$ cat src/rtl/led_matrix_scan_sched.sv
// Column-scan scheduler for an 8x8 common-anode RGB matrix with double-buffered frames.
// Optional macro LEDM_SCAN_DIM_EN adds a per-frame dim_lvl[2:0] brightness input.
module led_matrix_scan_sched #(
    parameter int unsigned DWELL_CYCLES = 50000,
    parameter int unsigned BLANK_CYCLES = 500
) (
    input  logic       CLK,
    input  logic       RST,
    input  logic       wr_en,
    input  logic [2:0] wr_col,
    input  logic [7:0] wr_r,
    input  logic [7:0] wr_g,
    input  logic [7:0] wr_b,
    output logic       wr_ready,
    input  logic       swap_req,
`ifdef LEDM_SCAN_DIM_EN
    input  logic [2:0] dim_lvl,
`endif
    output logic       swap_done,
    output logic       frame_start,
    output logic [7:0] DATA_R,
    output logic [7:0] DATA_G,
    output logic [7:0] DATA_B,
    output logic [3:0] rgb_com
);

    localparam int unsigned MAX_CYC = (DWELL_CYCLES > BLANK_CYCLES) ? DWELL_CYCLES : BLANK_CYCLES;
    localparam int unsigned CNT_W   = $clog2(MAX_CYC + 1);
    localparam logic [CNT_W-1:0] DWELL_LAST = CNT_W'(DWELL_CYCLES - 1);
    localparam logic [CNT_W-1:0] BLANK_LAST = CNT_W'(BLANK_CYCLES - 1);

    typedef enum logic {ST_BLANK, ST_DRIVE} state_t;

    typedef struct packed {
        logic [7:0] r;
        logic [7:0] g;
        logic [7:0] b;
    } pix_col_t;

    // Two column buffers; front_sel picks the one being scanned, the other takes writes.
    pix_col_t [1:0][7:0] mem;
    logic                front_sel;
    logic                pending;

    state_t           state,    nx_state;
    logic [2:0]       col,      nx_col;
    logic [CNT_W-1:0] cnt,      nx_cnt;

    logic       boundary;
    logic       do_swap;
    logic       nx_pending;
    logic       nx_front;
    logic       nx_fs;
    logic       nx_drive;
    logic       lit;
    pix_col_t   pix;
    logic [7:0] nx_r;
    logic [7:0] nx_g;
    logic [7:0] nx_b;
    logic [3:0] nx_com;

`ifdef LEDM_SCAN_DIM_EN
    logic [2:0] dim_q;
    logic [2:0] nx_dim;
`endif

    // Next-state and next-output computation; outputs are registered from these values.
    always_comb begin
        nx_state = state;
        nx_col   = col;
        nx_cnt   = cnt + CNT_W'(1);
        if (state == ST_BLANK) begin
            if (cnt == BLANK_LAST) begin
                nx_state = ST_DRIVE;
                nx_cnt   = '0;
            end
        end else begin
            if (cnt == DWELL_LAST) begin
                nx_state = ST_BLANK;
                nx_col   = col + 3'd1;
                nx_cnt   = '0;
            end
        end

        boundary   = (state == ST_DRIVE) && (col == 3'd7) && (cnt == DWELL_LAST);
        do_swap    = boundary && pending;
        nx_pending = do_swap ? 1'b0 : (pending | swap_req);
        nx_front   = front_sel ^ do_swap;
        nx_fs      = (state == ST_BLANK) && (nx_state == ST_DRIVE) && (nx_col == 3'd0);
        nx_drive   = (nx_state == ST_DRIVE);
        pix        = mem[nx_front][nx_col];

`ifdef LEDM_SCAN_DIM_EN
        // Brightness is latched as a frame begins so one frame never mixes levels.
        nx_dim = nx_fs ? dim_lvl : dim_q;
        lit    = 32'(nx_cnt) < (((32'(nx_dim) + 32'd1) * DWELL_CYCLES) >> 3);
`else
        lit    = 1'b1;
`endif

        nx_r   = (nx_drive && lit) ? ~pix.r : 8'hFF;
        nx_g   = (nx_drive && lit) ? ~pix.g : 8'hFF;
        nx_b   = (nx_drive && lit) ? ~pix.b : 8'hFF;
        nx_com = nx_drive ? {1'b1, nx_col} : 4'b0000;
    end

    always_ff @(posedge CLK or posedge RST) begin
        if (RST) begin
            state       <= ST_BLANK;
            col         <= 3'd0;
            cnt         <= '0;
            mem         <= '0;
            front_sel   <= 1'b0;
            pending     <= 1'b0;
            wr_ready    <= 1'b1;
            swap_done   <= 1'b0;
            frame_start <= 1'b0;
            DATA_R      <= 8'hFF;
            DATA_G      <= 8'hFF;
            DATA_B      <= 8'hFF;
            rgb_com     <= 4'b0000;
`ifdef LEDM_SCAN_DIM_EN
            dim_q       <= 3'd7;
`endif
        end else begin
            state       <= nx_state;
            col         <= nx_col;
            cnt         <= nx_cnt;
            front_sel   <= nx_front;
            pending     <= nx_pending;
            wr_ready    <= ~nx_pending;
            swap_done   <= do_swap;
            frame_start <= nx_fs;
            DATA_R      <= nx_r;
            DATA_G      <= nx_g;
            DATA_B      <= nx_b;
            rgb_com     <= nx_com;
`ifdef LEDM_SCAN_DIM_EN
            dim_q       <= nx_dim;
`endif
            // Writes land in the back buffer only while no swap is pending.
            if (wr_en && wr_ready) begin
                mem[~front_sel][wr_col] <= {wr_r, wr_g, wr_b};
            end
        end
    end

endmodule

$ cat config.mk
export PLATFORM = sky130hd
export DESIGN_NAME = led_matrix_scan_sched
export DESIGN_NICKNAME = d
export VERILOG_FILES = /design/src/rtl/led_matrix_scan_sched.sv
export SDC_FILE = /design/constraint.sdc
export NUM_CORES = 1
export LEC_CHECK = 0
export BUFFER_PORTS_ARGS = -buffer_cell sky130_fd_sc_hd__buf_2
export CORE_UTILIZATION = 62
export CTS_CLUSTER_SIZE = 30
export DETAILED_ROUTE_END_ITERATION = 10
export PLACE_DENSITY = 0.79
export SYNTH_ARGS = -nofsm -noshare
export SYNTH_HDL_FRONTEND = slang
export SYNTH_SLANG_ARGS = --single-unit
$ cat constraint.sdc
create_clock -name CLK -period 16.44 [get_ports CLK]
set_input_delay 0.822 -clock CLK [delete_from_list [all_inputs] [get_ports CLK]]
set_output_delay 0.822 -clock CLK [all_outputs]
set_load 0.01 [all_outputs]
* Word level (Yosys, flattened, before mapping)
Cells that the tools add are included.
Cells by class: add/sub/neg operators 2, order comparisons 6, eq/ne operators 3, muxes and demuxes 22, bitwise logic cells 8, reduce and logical (&&, ||, !) cells 9
Operators with widths (number):
- $mux 192 | 3
- $bwmux 384 | 1
- $demux 192 s1 | 1
- $bmux 24 s3 | 1
- $demux 24 s3 | 1
- $mux 16 | 3
- $mux 24 | 2
- $mux 8 | 3
- $not 8->8 | 3
- $add 16x1->16 const B | 1
- $eq 16x16->1 const B | 1
- $eq 16x9->1 const B | 1
- $logic_and 1x1->1 | 8
- $lt 3x4->1 const B | 2
- $mux 3 | 2
- $lt 1x2->1 const B | 2
- $mux 1 | 4
- $mux 4 | 1
- $add 3x1->3 const B | 1
- $eq 3x3->1 const B | 1
- $ge 3x1->1 const B | 1
- $logic_not 3->1 | 1
- $not 1->1 | 3
- $ge 1x1->1 const B | 1
- 2 further kinds | 2
Storage, ports and cells: register bits 437, bits of input ports 31, logic and storage cells 110

* Depth between registers and ports, before layout
depth after elaboration 11, mapped depth 13, gate-level depth less buffers 9

* Least setup slack after synthesis
Ideal clock, no wire load.
path type reg-to-reg, start point reg cnt[11], end point reg DATA_B[2], arrival time 3.185 ns, setup slack 13.177 ns, stages on the path, launching flop included 12, path buffers 3, clock period less this slack 3.263 ns, cell sequence dfrtp_1 > buf_2 > or4_4 > or4_1 > buf_2 > xor2_2 > inv_2 > nor2_1 > clkbuf_1 > nand3_1 > and4b_1 > a31oi_1
Between the ends: word-level cells in the longest chain between the ends 10, elaborated cells between the ends (all ways) 16, those cells by class eq/ne: 2; mux: 10; bitwise: 2; reduce/logical: 2
RTL lines:
- start, declared | RTL line 47 | logic [CNT_W-1:0] cnt, nx_cnt;
- start signal, assigned | RTL line 128 | cnt <= nx_cnt;
- $eq 16x16->1 | RTL line 78, 85
- $logic_and 1x1->1 | RTL line 85 | boundary = (state == ST_DRIVE) && (col == 3'd7) && (cnt == DWELL_LAST);
- $logic_and 1x1->1 | RTL line 86 | do_swap = boundary && pending;
- $xor 1x1->1 | RTL line 88 | nx_front = front_sel ^ do_swap;
- $mux 192 (not written as such) (2 in a row) | RTL line 91 | pix = mem[nx_front][nx_col];
- $bmux 24 s3 | RTL line 91
- $mux 24 (not written as such) | RTL line 91
- $not 8->8 | RTL line 103 | nx_b = (nx_drive && lit) ? ~pix.b : 8'hFF;
- $mux 8 * | RTL line 103
- named net nx_b[2] | RTL line 59 | logic [7:0] nx_b;
- end signal, assigned | RTL line 136 | DATA_B <= nx_b;
- end, declared | RTL line 23 | output logic [7:0] DATA_B,
The timed path passes the listed nets; every way through them passes the cells marked *. The select of a mux whose other input is x is not followed. A chain may end at the register's enable or synchronous reset.

* Worst setup path in the final report
start point reg cnt[10], end point reg DATA_B[0]
Same word-level chain as after synthesis.

==> impl_metrics.yaml <==
status:
  outcome: "completed"
synth:
  netlist_area_um2: 20100
  syn-num-nets: 1734
  post-synth-top-area-cell: "dfrtp_1"
  syn_avg_cell_area_um2: 11.8
  synth_flop_cell: "dfrtp_1"
  synthesis.yosys.warnings: 0
  ys_seq_elements: 436
  synth-edff-count: 0
  synth_sequential_area_ratio: 0.544
  ys_async_sr_fraction: 1.00
  netlist_top_cells_area: "dfrtp_1 (51%), mux2_2 (22%), nand2_1 (4.0%), dfstp_2 (3.3%), nand3_1 (2.7%)"
  synth.lib_cells_used.distinct: 59
  synthDominantCellAreaShare: 0.511
  synth_cells: 1700
power_and_ir_drop:
  p_int_mw: 1.72
  total_switching_power_mw: 0.463
  switching_share: 0.212
  power.share.sequential: 0.504
  irDropWorstVdd_mv: 0.121
  share_comb_of_total_power: 0.026
  pwr-share-clk: 0.469
  pnr_total_power_mw: 2.18
  power_density_normalized_to_cell_area_nw_per_um2: 98.5
  power.static_leakage_nw: 10.3
setup_path:
  worst_setup_path_endpoint: "DATA_B[0]"
  regToRegStartpoint: "cnt[10]"
  critical_path_startpoint_category: "register"
  timing.critical_path.to_type: "register"
  path_max_fanout: 70
  critPathRequiredTime_ns: 16.92
  setup.worst_path.class: "register to register"
  regToRegEndpoint: "DATA_B[0]"
  r2r_cells: 10
  reg2reg_slack_ns: 11.25
  arrival_ns: 5.67
  worstSetupStartpoint: "cnt[10]"
clocking:
  clock_tree.buffer_depth: 3
  cts_tree: "done"
  cts.hold.buffers_added: 0
  post-cts-setup-buffer-count: 0
  cts_max_level: 2
  cts_buffers: 45
  clk_transition_reported_paths_ns: 0.06
  cts.sinks: 436
  cts.root.buffer_cell: "clkbuf_16"
  worstSkewPairLatency_ns: 0.56
  post_cts.resized_instances: 0
sta:
  timing_hold_violations_final: 0
  grt_setup_unrepaired: "no"
  hold_ws_ns: 0.450
  totalNegativeSetupSlack_ns: 0
  fin_skew_ns: 0.0245
  max_freq_mhz: 193
  finalCritPeriodShare: 0.316
  maxSlewViolCount: 0
  worst-slew-pin-transition_ns: 1.24
  report.final.setup_viol: 0
  fin_ws_ns: 11.25
  maxSlewHeadroom: 0.166
  post-route-min-period_ns: 5.19
drt:
  route.final.wire_length_um: 50500
  post_drt_wl_per_cell_um: 23.6
  route.antenna.remaining_nets: 0
  drc: 0
  avgViaCountPerCell: 6.60
  detailroute.via_count: 14111
  drt_iter0_drc: 1387
  drt_first_pass_iters: 5
floorplan:
  fp.dieArea_um2: 33200
  top_level_ports: 62
  die-height_um: 182
  floorplan.initialDensity: 0.634
  die_width_um: 182
  design.core.area_um2: 31700
  rows: 65
cells_and_area:
  syn2layout_area_growth_pct: 10.1
  fillers: 2231
  finalNetCount: 1732
  design_area_um2: 22100
  final_layout_size_suffix_gt1_frac: 0.350
global_route:
  grt_start_max_net_pins: 136
  grt.overflow.total: 0
  antenna_found_initial: 1
  grt_util_all_layers: 0.314
  wire_length_of_the_first_global_routing_pass_um: 80600
  first_global_vias: 14252
job:
  max-cap-violations: 0
place:
  place_area_um2: 20600
  place_congestion: 0.866
  buffer_ports.inserted: 61
  detailedPlace.worstSlack_ns: 11.35
  dpl.hpwl_um: 28900
min_path:
  hold_path.class: "input pin to asynchronous set/reset pin"
-- worst min path at each step --
stage	from	end	slack, ns	depth (start not counted)
floorplan	pending	wr_ready	0.44	1
global placement	cnt[0]	cnt[0]	0.47	1
detailed placement	cnt[0]	cnt[0]	0.48	1
CTS	swap_req	wr_ready	0.46	2
global route	swap_req	wr_ready	0.48	2
finish	RST	cnt[7]	0.45	2
-- power by group through the flow --
stage	registers, mW	clock network (mW)	logic [mW]
6_report	1.10	1.02	0.0577
4_1_cts	1.10	1.04	0.0588
3_3_place_gp	1.12	0	0.0563
5_1_grt	1.10	1.08	0.0650
3_5_place_dp	1.12	0	0.0586
2_1_floorplan	1.12	0	0.0383
-- per-stage QoR --
step,utilization,instances
2_1_floorplan,-,1700
3_3_place_gp,0.651,2053
3_5_place_dp,0.651,2053
4_1_cts,0.698,2136
5_1_grt,0.698,2136
6_report,0.698,2137
-- routing by layer --
metal | track usage | part of all wire | up-vias
met4 | 0.120 | 0.035 | 0
met1 | 0.432 | 0.42 | 7236
li1 | - | - | 6151
met5 | 0 | 0 | -
met3 | 0.0519 | 0.072 | 124
met2 | 0.503 | 0.48 | 600
-- synthesized netlist by cell type, drive strengths merged, types with 8 or more instances --
| cell type | number |
|---|---|
| inv | 11 |
| a31oi | 52 |
| and3 | 23 |
| nand4b | 9 |
| a32oi | 22 |
| nand3 | 110 |
| dfrtp | 411 |
| o21ai | 69 |
| nand2 | 215 |
| nor2 | 40 |
| a211oi | 36 |
| mux2 | 392 |
| buf | 27 |
| a22oi | 16 |
| xnor2 | 8 |
| dfstp | 25 |
| mux2i | 30 |
| and4b | 14 |
| a21oi | 18 |
| a2111oi | 9 |
| clkbuf | 114 |
-- kinds of logic after synthesis --
kind of cell,count (synthesis),synth area share
compound gates,232,0.0752
xor+xnor,14,0.00647
flops,436,0.544
fa+ha+maj,3,0.00187
mux,422,0.235
buf+inv,153,0.0319
simple gates,440,0.106
-- area by class of cell --
cell class	instances	area (um^2)	share of cell area
Sequential cell	436	10900	0.494
Multi-Input combinational cell	1111	8600	0.388
Clock buffer	74	1400	0.0630
Timing Repair Buffer	92	538	0.0243
Tap cell	402	503	0.0227
Clock inverter	9	106	0.00480
Inverter	12	55.1	0.00249
Antenna cell	1	2.50	0.000113
-- sequential cells by signal, summed over array words and instances (netlist names) --
name / flops
col: 3
rgb_com: 4
mem: 384
DATA_G: 8
frame_start: 1
cnt: 16
front_sel: 1
wr_ready: 1
DATA_B: 8
swap_done: 1
DATA_R: 8
pending: 1
-- cell usage in the layout (no fill, tap or decap), types with 3 or more instances in the layout --
cell type and instances:
nor2_2 10, a32oi_1 22, o21ai_0 68, nor2_4 5, buf_2 61, dfrtp_1 411, or3_1 4, inv_2 3
xnor2_1 8, buf_4 31, inv_1 6, mux2_2 390, nor2_1 25, a22oi_1 16, ha_1 3, dfstp_2 25
a31oi_1 52, and4b_1 14, mux2i_1 29, clkbuf_8 16, a21oi_1 17, nand4b_1 9, clkbuf_16 45, nand2b_1 3
or4_1 5, clkbuf_1 13, a211oi_1 36, nand4_1 5, xor2_1 5, clkinv_2 4, nand3_1 109, a2111oi_0 9
and3_1 23, nand2_1 214
-- critical path, stage by stage, from the launching register on --
cell       delay, ns
dfrtp_1         0.44
or4_4           0.60
or4_1           0.91
nor3_4          0.27
buf_4           0.45
nor2_4          0.07
inv_4           0.46
buf_4           0.80
mux2_1          0.39
a2111oi_0       0.44
nand4b_1        0.17
(Power assumes the default switching activity.)
